`src/rtl/byte_realigner.sv`:
```
`default_nettype none
// ============================================================================
// byte_realigner : strips a per-frame leading-byte offset from a word stream
//                  and emits a left-justified stream with sop/eop/byte count.
// Revision       : 1.0
// ============================================================================
module byte_realigner #(
    parameter int BITDATA = 32,
    parameter int SHW     = $clog2(BITDATA/8)
) (
    input  logic               clk,
    input  logic               rst,
    input  logic               in_valid,
    output logic               in_ready,
    input  logic [BITDATA-1:0] in_data,
    input  logic               in_sop,
    input  logic               in_eop,
    input  logic [SHW-1:0]     in_shift,
    output logic               out_valid,
    output logic [BITDATA-1:0] out_data,
    output logic               out_sop,
    output logic               out_eop,
    output logic [SHW:0]       out_nbytes,
    output logic               protocol_err
);

    localparam int           B         = BITDATA/8;
    localparam logic [SHW:0] C_NB_FULL = (SHW+1)'(B);

    localparam logic [1:0] ST_IDLE  = 2'd0;
    localparam logic [1:0] ST_HEAD  = 2'd1;
    localparam logic [1:0] ST_BODY  = 2'd2;
    localparam logic [1:0] ST_FLUSH = 2'd3;

    logic [1:0]         state_q, state_d;
    logic [BITDATA-1:0] prev_q, prev_d;
    logic [SHW-1:0]     s_q, s_d;
    logic               first_q, first_d;

    logic               vld_q, vld_d;
    logic [BITDATA-1:0] data_q, data_d;
    logic               sop_q, sop_d;
    logic               eop_q, eop_d;
    logic [SHW:0]       nb_q, nb_d;
    logic               err_q, err_d;

    logic               w_accept;
    logic               w_start;
    logic [SHW+2:0]     w_sh;
    logic [BITDATA-1:0] w_join;
    logic [BITDATA-1:0] w_tail;

    assign in_ready = ~rst & (state_q != ST_FLUSH);
    assign w_accept = in_valid & in_ready;

    // The held word supplies the leading bytes; the new word fills the top.
    assign w_sh   = {s_q, 3'b000};
    assign w_join = BITDATA'({in_data, prev_q} >> w_sh);
    assign w_tail = prev_q >> w_sh;

    always_comb begin
        state_d = state_q;
        prev_d  = prev_q;
        s_d     = s_q;
        first_d = first_q;
        vld_d   = 1'b0;
        data_d  = '0;
        sop_d   = 1'b0;
        eop_d   = 1'b0;
        nb_d    = '0;
        err_d   = 1'b0;
        w_start = 1'b0;

        case (state_q)
            ST_IDLE: begin
                if (w_accept) begin
                    if (in_sop) w_start = 1'b1;
                    else        err_d   = 1'b1;
                end
            end
            ST_HEAD, ST_BODY: begin
                if (w_accept) begin
                    if (in_sop) begin
                        // Old frame is abandoned silently; new one starts fresh.
                        err_d   = 1'b1;
                        w_start = 1'b1;
                    end else if (s_q == '0) begin
                        vld_d  = 1'b1;
                        data_d = in_data;
                        nb_d   = C_NB_FULL;
                        eop_d  = in_eop;
                        if (in_eop) state_d = ST_IDLE;
                    end else begin
                        vld_d   = 1'b1;
                        data_d  = w_join;
                        nb_d    = C_NB_FULL;
                        sop_d   = first_q;
                        first_d = 1'b0;
                        prev_d  = in_data;
                        state_d = in_eop ? ST_FLUSH : ST_BODY;
                    end
                end
            end
            ST_FLUSH: begin
                vld_d   = 1'b1;
                data_d  = w_tail;
                nb_d    = C_NB_FULL - {1'b0, s_q};
                eop_d   = 1'b1;
                sop_d   = first_q;
                first_d = 1'b0;
                state_d = ST_IDLE;
            end
            default: state_d = ST_IDLE;
        endcase

        if (w_start) begin
            s_d = in_shift;
            if (in_shift == '0) begin
                vld_d   = 1'b1;
                data_d  = in_data;
                nb_d    = C_NB_FULL;
                sop_d   = 1'b1;
                eop_d   = in_eop;
                first_d = 1'b0;
                state_d = in_eop ? ST_IDLE : ST_BODY;
            end else begin
                prev_d  = in_data;
                first_d = 1'b1;
                state_d = in_eop ? ST_FLUSH : ST_HEAD;
            end
        end
    end

    always_ff @(posedge clk) begin
        if (rst) begin
            state_q <= ST_IDLE;
            prev_q  <= '0;
            s_q     <= '0;
            first_q <= 1'b0;
            vld_q   <= 1'b0;
            data_q  <= '0;
            sop_q   <= 1'b0;
            eop_q   <= 1'b0;
            nb_q    <= '0;
            err_q   <= 1'b0;
        end else begin
            state_q <= state_d;
            prev_q  <= prev_d;
            s_q     <= s_d;
            first_q <= first_d;
            vld_q   <= vld_d;
            data_q  <= data_d;
            sop_q   <= sop_d;
            eop_q   <= eop_d;
            nb_q    <= nb_d;
            err_q   <= err_d;
        end
    end

    assign out_valid    = vld_q;
    assign out_data     = data_q;
    assign out_sop      = sop_q;
    assign out_eop      = eop_q;
    assign out_nbytes   = nb_q;
    assign protocol_err = err_q;

endmodule
`default_nettype wire

```
`config.mk`:
```
export PLATFORM = sky130hd
export DESIGN_NAME = byte_realigner
export DESIGN_NICKNAME = d
export VERILOG_FILES = /design/src/rtl/byte_realigner.sv
export SDC_FILE = /design/constraint.sdc
export NUM_CORES = 1
export LEC_CHECK = 0
export BUFFER_PORTS_ARGS = -buffer_cell sky130_fd_sc_hd__buf_2
export CORE_ASPECT_RATIO = 0.6
export CORE_UTILIZATION = 40
export DETAILED_ROUTE_END_ITERATION = 8
export SLEW_MARGIN = 15
export SYNTH_ARGS = -nofsm -noshare
export SYNTH_HDL_FRONTEND = slang
export SYNTH_SLANG_ARGS = --single-unit
```
`constraint.sdc`:
```
create_clock -name clk -period 6.7 [get_ports clk]
set_input_delay 0.67 -clock clk [delete_from_list [all_inputs] [get_ports clk]]
set_output_delay 0.67 -clock clk [all_outputs]
set_load 0.01 [all_outputs]
```
==> metrics.txt, run 1 <==
outcome complete, no violations; worst vdd ir roughly 180 uV; Critical Path RT about 7.0 ns; number of global-route vias before repair 3,071; Hold Slack 0.4948 ns; WS Path Type flip-flop to flip-flop; initial antenna violation count 0; Global Route Usage Sum 21.27%; DRC errors left 0; CTS tree yes; dominant synthesized flop cell dfxtp_1; antenna-violating nets left 0; worst skew pair latency 0.34 ns; starting density of the core between 40 and 50%; crit path time final 3.328 ns; setup TNS 0 ns; final setup margin 3.372 ns; P&R area growth vs syn 18.98%; final setup vio count 0; Critical Path Start Type flip-flop; core area 0.009425 mm^2; fin crit share 49.68%; Max Clk Rate 300.4 MHz; CP Launch Point s_q[0]$_SDFFE_PP0P_; FF+latch count, synth 76; Post-Syn Area per Cell ~9.7 um^2; multiplexer area fraction after synthesis 23.79%; RSZ-0062 raised after global routing no; diode count 0; clock buffer depth 2; R2R setup slack 3.37 ns; commonest non-fill, non-tap cell in the layout buf_2; most frequent cells in the layout buf_2, dfxtp_1, mux2i_1, nand2_1, nor2_1; IO Port Bufs 78; Total Nets Final 519; largest net degree at the start of global routing 54; post-placement cell count roughly 600; reg2reg path depth 7; clk sinks 76; Post-Synth Simple-Gate Area 14.96%; die width roughly 130 um; post-synthesis xor/xnor area fraction 0.2200%; Finished Core Util ~50%; Place WS 3.404 ns; Post-CTS Hold Buffers 0; Die H about 79 um; DR iter-0 viols 227; Yosys cell types 48; Setup crit end out_data[31]$_SDFF_PP0_; Final Non-Filler Cells 611; Crit-path slowest cell nand3_1; R2R Path Start s_q[0]$_SDFFE_PP0P_; total wire length 10,580 um; post-CTS sizing 0; main combinational cell family by area after synthesis multiplexers; Root Driver clkbuf_16; Final Max Slew Viols 0; critical path fanouts, max 38; Pwr Density 237.4 mW/mm^2; Worst Hold Class flip-flop to flip-flop; Critical Path Max Stage Delay around 0.67 ns; HPWL after DPL 7145 um; post-synthesis adder-cell area fraction 1.257%; Placed Area ~0.0044 mm^2; Seq/Total Area, Yosys 38.21%; layout filler cell count 907; post-CTS setup buffer count 0; Max-cap violations 0; Net Count, Synth 455; number of CTS-inserted buffers 9; num ports 79; WP data arrival 3.61 ns; Clock transition at path regs 0.06 ns; Final GP Congestion 0.8566; Min-Delay Startpoint prev_q[1]$_SDFF_PP0_; share of cells above drive strength 1 ~25%; Final Total Pwr about 1.1 mW; final hold vios 0; number of flops mapped to enable cells by yosys 0; row cnt 27; Pleak 1.996 nW; first-pass GRT wire length 16,530 um; Worst Skew between 0.005 and 0.006 ns; 1st-pass router iterations 5; Post-Syn Area 0.003981 mm^2; die area between 0.01 and 0.015 mm^2; Syn Inst Count 412; ys async rst share 0%; crit end category flip-flop; worst slew pin tran 1.064 ns; CP Cell Sequence buf_4 > inv_2 > ha_1 > nor3b_1 > nand3_1 > a211oi_1 > a221o_1; max_slew headroom 29.04%; total grt overflow 0; Vias/cell around 5.6; post-synthesis compound-gate area fraction 16.00%; yosys synthesis warning count 0; total vias in the final route 3,406; Post-Layout Inst Area 0.004737 mm^2; H-tree levels 3; RR Endpoint out_data[31]$_SDFF_PP0_; WL/cell about 17 um
==> routing by layer <==
metal / global-route usage [%] / vias to the layer above / part of all wire [%]
li1: - / 1631 / -
met1: 32.82 / 1635 / 53
met2: 28.47 / 127 / 39
met3: 5.593 / 13 / 7.1
met4: 5.402 / 0 / 1.1
met5: 0 / - / 0
==> sequential cells by signal, indices dropped and copies added (netlist names) <==
signal,cells
out_data,32
prev_q,32
out_nbytes,3
s_q,2
state_q,2
first_q,1
out_eop,1
out_sop,1
out_valid,1
protocol_err,1
==> critical path: cells and delay by family (launching register included) <==
| kind | cells | cell delay [ns] |
|---|---|---|
| and+or+nand+nor | 2 | 1.17 |
| buffers and inverters | 2 | 0.78 |
| AOI/OAI and AO/OA | 2 | 0.56 |
| adders and majority gates | 1 | 0.44 |
| DFF | 1 | 0.30 |
==> cells by family after synthesis <==
| group | Yosys count |
|---|---|
| simple gates | 127 |
| compound gates | 83 |
| mux | 77 |
| flops | 76 |
| buf+inv | 44 |
| fa+ha+maj | 4 |
| xor+xnor | 1 |
==> synthesized netlist by cell type, drive strengths merged, types with 4 or more instances <==
master  number  area, um^2
nand2b       7       43.79
a211oi       4       30.03
a32oi        5       43.79
clkbuf      10       37.54
nand2       48       180.2
a21o        13       105.1
mux2i       62       620.6
o22ai       18       112.6
a32o         8       80.08
a21oi        6       30.03
mux4        14       315.3
nor2        45       168.9
buf         19       127.6
dfxtp       76        1521
o21ai        6       30.03
inv         15       56.30
nor2b       12       75.07
ha           4       50.05
a221o        8       80.08
==> report_power, final <==
part	total (mW)	switching [mW]	leakage [nW]	internal, mW
combinational	0.130	0.0755	1.22	0.0546
clock	0.523	0.189	0.159	0.334
sequential	0.471	0.00784	0.616	0.463
==> worst min path at each step <==
stage	end	slack, ns	cells after the start
after global routing	prev_q[1]$_SDFF_PP0_	0.52	2
after CTS	prev_q[9]$_SDFF_PP0_	0.50	2
after detailed placement	prev_q[9]$_SDFF_PP0_	0.48	2
after floorplan	out_sop$_SDFF_PP0_	0.45	2
after global placement	prev_q[9]$_SDFF_PP0_	0.47	2
final	prev_q[1]$_SDFF_PP0_	0.49	2
==> cell type report <==
type	instances	area (um^2)	share of cell area, %
Timing Repair Buffer	82	420.4	8.875
Clock inverter	5	75.07	1.585
Tap cell	130	162.7	3.434
Sequential cell	76	1523	32.14
Clock buffer	11	242.7	5.124
Inverter	15	56.30	1.189
Multi-Input combinational cell	292	2257	47.65
Note: power is estimated with default switching activity, not from simulation.
==> inputs of run 2 (changes only) <==
Clock period 6.7 ns to 2.8 ns, I/O delays scaled along.
==> metrics.txt, run 2 (synthesized netlist as in run 1, its figures left out) <==
Max Clk Rate 405.8 MHz; DRC errors left 0; clk sinks 76; WL/cell 17.77 um; first-pass GRT wire length 17,340 um; layout filler cell count 891; Root Driver clkbuf_16; post-CTS sizing 0; Die H 79.28 um; final hold vios 0; Max-cap violations 0; Finished Core Util 50.78%; die width around 130 um; worst slew pin tran 0.7019 ns; Critical Path Start Type flip-flop; crit end category flip-flop; Worst Hold Class input port to flip-flop; core area 0.009425 mm^2; clock buffer depth 2; RSZ-0062 raised after global routing no; row cnt 27; IO Port Bufs 78; Place WS 0.4311 ns; DR iter-0 viols approximately 260; final setup vio count 0; total wire length about 11,000 um; 1st-pass router iterations 5; worst vdd ir 264.2 uV; total grt overflow 0; Total Nets Final approximately 530; Clock transition at path regs 0.06 ns; Post-Layout Inst Area roughly 0.0048 mm^2; fin crit share around nine tenths; WP data arrival 2.75 ns; Seq. cell area 0.001523 mm^2; Final Max Slew Viols 0; largest net degree at the start of global routing 48; Multi-input gate area 0.002257 mm^2; WS Path Type flip-flop to flip-flop; diode count 0; number of global-route vias before repair around 3,200; Final GP Congestion 0.8496; setup TNS 0 ns; Vias/cell between 5 and 6; number of CTS-inserted buffers 9; Pwr Density 544.1 mW/mm^2; final setup margin 0.3356 ns; die area 0.01037 mm^2; Placed Area 0.004492 mm^2; post-CTS setup buffer count 0; commonest non-fill, non-tap cell in the layout buf_2; Global Route Usage Sum 22.17%; most frequent cells in the layout buf_2, dfxtp_1, mux2i_1, nand2_1, nor2_1; Hold Slack 0.1690 ns; P&R area growth vs syn 20.21%; Critical Path RT 3.08 ns; starting density of the core between 40% and 50%; max_slew headroom 53.21%; worst skew pair latency approximately 0.33 ns; Pleak around 2.0 nW; CTS tree yes; num ports 79; crit path time final between 2 and 2.5 ns; share of cells above drive strength 1 about a quarter; HPWL after DPL 7416 um; total vias in the final route between 3,000 and 4,000; initial antenna violation count 0; Post-CTS Hold Buffers 0; Worst Skew between 0.005 and 0.006 ns; critical path fanouts, max 9; H-tree levels 3; antenna-violating nets left 0; outcome complete, no violations
-- run 2: power breakdown --
group	switching [mW]	total (mW)	leakage, nW	internal [mW]
clock	0.464	1.15	0.131	0.688
sequential	0.0191	1.13	0.616	1.11
combinational	0.188	0.324	1.26	0.136
total	0.671	2.60	2.01	1.93
-- run 2: cell type report --
type / instances / share of cell area, %
Multi-Input combinational cell: 292 / 47.16
Sequential cell: 76 / 31.82
Timing Repair Buffer: 90 / 10.30
Clock buffer: 10 / 4.784
Tap cell: 130 / 3.399
Clock inverter: 6 / 1.359
Inverter: 15 / 1.176
-- run 2: path summary, 6_finish.rpt --
kind | from | end | slack [ns] | cells past startpoint
min reg2reg | prev_q[1]$_SDFF_PP0_ | prev_q[1]$_SDFF_PP0_ | 0.50 | 2
max | state_q[0]$_SDFFE_PP0P_ | out_data[18]$_SDFF_PP0_ | 0.34 | 7
max reg2reg | state_q[0]$_SDFFE_PP0P_ | out_data[18]$_SDFF_PP0_ | 0.34 | 7
min | in_data[16] | out_data[16]$_SDFF_PP0_ | 0.17 | 2
-- run 2: metal layers --
layer | wire length [um] | track usage, %
met4 | 45 | 4.138
met2 | 4475 | 30.79
met1 | 5637 | 33.67
met3 | 839 | 5.997
met5 | 0 | 0
-- run 2: per-stage QoR --
step / total power, mW / std cells
2_1_floorplan: 1.365 / 412
3_3_place_gp: 1.468 / 603
3_5_place_dp: 1.471 / 603
4_1_cts: 2.620 / 619
5_1_grt: 2.704 / 619
6_report: 2.604 / 619
-- run 2: worst max-delay path: stages (launching register included) --
cell and delay, ns:
dfxtp_1 0.33, inv_1 0.07, ha_1 0.39, nor3b_1 0.52, nand3_1 0.52, buf_4 0.35
o22ai_1 0.13, a21o_1 0.10
==> inputs of run 3 (changes only) <==
Settings changed: ABC_AREA set to 1, CTS_BUF_LIST set to sky130_fd_sc_hd__clkbuf_2.
==> metrics.txt, run 3 <==
outcome complete, no violations; kind of cell adding the most delay to the critical path simple AND/OR/NAND/NOR gates; crit end category flip-flop; RSZ-0062 raised after global routing no; Vias/cell 5.248; Synth area leaders dfxtp_1, nand2_1, nand3_1, a21oi_1, o21ai_0; post-synthesis adder-cell area fraction 1.100%; die area 0.01182 mm^2; commonest non-fill, non-tap cell in the layout nand2_1; Multi-input gate area 0.002623 mm^2; WL/cell 15.69 um; Post-Synth Simple-Gate Area between 40% and 50%; crit-path most repeated cell nand3_1; Critical Path Start Type flip-flop; Die H 84.63 um; initial antenna violation count 0; Yosys cell types 29; clock buffer depth 2; multiplexer area fraction after synthesis 0%; DRC errors left 0; HPWL after DPL 10,370 um; Placed Area 0.004997 mm^2; WP data arrival about 2.8 ns; Yosys top cell area share 33.42%; Post-Syn Area around 0.0046 mm^2; Crit-path slowest cell nor2_1; Pwr Density 506.5 mW/mm^2; Hold Slack 0.02927 ns; antenna-violating nets left 0; Final Max Slew Viols 0; Seq pwr share 42.7%; P_int approximately 1.7 mW; post-synthesis xor/xnor area fraction less than 1%; CTS tree yes; worst slew pin tran 0.6106 ns; dominant synthesized flop cell dfxtp_1; Global Route Usage Sum a little over a quarter; Logic pwr share 31.9%; worst vdd ir between 200 and 300 uV; most frequent cells after synthesis nand2_1, nand3_1, dfxtp_1, a21oi_1, nor2_1; 1st-pass router iterations 5; number of global-route vias before repair 4,564; row cnt 29; DR iter-0 viols 435; Root Driver clkbuf_2; area leader, netlist dfxtp_1; post-synthesis compound-gate area fraction 14.46%; die width approximately 140 um; max_slew headroom 59.14%; Seq. cell area 0.001521 mm^2; Worst path depth 8; WP buf/inv 2; worst hold path depth 3; diode count 0; main combinational cell family by area after synthesis simple AND/OR/NAND/NOR gates; share of cells above drive strength 1 14.37%; layout filler cell count 1,138; post-placement cell count 939; number of flops mapped to enable cells by yosys 0; Net Switching ~1.1 mW; IO Port Bufs 78; total wire length 15,510 um; Total Nets Final 888; post-CTS setup buffer count 0; Max Clk Rate 443.0 MHz; Max-cap violations 0; clk sinks 76; WS Path Type flip-flop to flip-flop; Critical Path RT 3.31 ns; P&R area growth vs syn 20.07%; CP Cell Sequence ha_1 > buf_4 > inv_1 > nor2_1 > nand3_1 > nand3_1 > nand2_1 > a21oi_1; Worst Hold Class input port to flip-flop; yosys synthesis warning count 0; num ports 79; dominant cell by count in the synthesized netlist nand2_1; H-tree levels 3; Final Total Pwr 2.768 mW; setup TNS 0 ns; Switching Share between 30% and 40%; final setup vio count 0; ys async rst share 0%; Critical Path Max Stage Delay 0.51 ns; Clk pwr share 25.4%; Post-Layout Inst Area between 0.005 and 0.006 mm^2; crit path time final 2.257 ns; core area 0.01081 mm^2; most frequent cells in the layout nand2_1, nand3_1, buf_2, dfxtp_1, a21oi_1; Final GP Congestion 0.8975; Pleak 2.570 nW; total grt overflow 0; starting density of the core 42.10%; worst skew pair latency roughly 0.56 ns; Worst Skew 0.02293 ns; largest net degree at the start of global routing 58; final hold vios 0; first-pass GRT wire length about 24,000 um; critical path fanouts, max 26; Final Non-Filler Cells 988; Clock transition at path regs 0.22 ns; Net Count, Synth 800; Post-Syn Area per Cell 6.013 um^2; fin crit share 80.61%; post-CTS sizing 0; Syn Inst Count 757; total vias in the final route 5,185; Seq/Total Area, Yosys roughly 33%; FF+latch count, synth 76; reg2reg path depth 8; number of CTS-inserted buffers 9
run 3: cell count changes after synthesis, moves of 16 or more:
| cell | change |
|---|---|
| nand2_1 | +246 |
| a21oi_1 | +57 |
| clkbuf_1 | +18 |
| o22ai_1 | -16 |
| nand3_1 | +94 |
| inv_1 | +25 |
| o21ai_0 | +46 |
| mux2i_1 | -62 |
run 3: metrics by stage:
stage / util (%) / worst slack (ns)
2_1_floorplan: - / 0.9462
3_3_place_gp: 46.22 / 0.7442
3_5_place_dp: 46.22 / 0.6634
4_1_cts: 50.17 / 0.6072
5_1_grt: 50.54 / 0.4088
6_report: 50.54 / 0.5429
run 3: worst paths after layout:
path | start | to | slack (ns)
worst max-delay path | state_q[0]$_SDFFE_PP0P_ | out_data[30]$_SDFF_PP0_ | 0.54
worst min-delay path | in_shift[1] | s_q[1]$_SDFFE_PP0P_ | 0.03
worst max register to register | state_q[0]$_SDFFE_PP0P_ | out_data[30]$_SDFF_PP0_ | 0.54
worst min register to register | prev_q[29]$_SDFF_PP0_ | prev_q[29]$_SDFF_PP0_ | 0.49
run 3: area by class of cell:
class / count / area share [%]
inverter: 43 / 2.999
multi-input combinational: 588 / 47.99
timing repair buffer: 127 / 15.66
tap: 139 / 3.182
sequential: 76 / 27.84
clock inverter: 5 / 1.419
clock buffer: 10 / 0.9158
run 3: logic make-up (layout without fill, tap and decap cells):
kind of cell / after synthesis / after routing
AND/OR/NAND/NOR: 457 / 457
AO/OA/AOI/OAI: 126 / 126
buffers and inverters: 93 / 185
flip-flops: 76 / 76
adder cells (fa/ha/maj): 4 / 4
XOR/XNOR: 1 / 1
run 3: what timing repair did:
action | CTS | global route
hold endpoints to repair | 45 | 4
endpoints found under the setup margin | 0 | 0
hold buffers | 30 | 4
run 3: worst min-delay path: cells and delay by family:
| kind | cells | cell delay [ns] |
|---|---|---|
| AO/OA/AOI/OAI | 2 | 0.20 |
| buffers and inverters | 1 | 0.09 |
run 3: power groups by stage:
stage                     Combinational (mW)  Sequential [mW]  Clock (mW)
final                                  0.884             1.18       0.703
after global routing                   0.973             1.19       0.768
after CTS                              0.865             1.18       0.712
after detailed placement               0.829             1.20           0
after global placement                 0.825             1.20           0
after floorplan                        0.566             1.20           0
run 3: per-layer routing:
metal,vias to the layer above,track usage (%),routed length (um)
met5,-,0,0
met1,2317,40.49,7552
li1,2602,-,-
met4,0,6.094,128
met2,256,35.68,6007
met3,10,8.386,1818
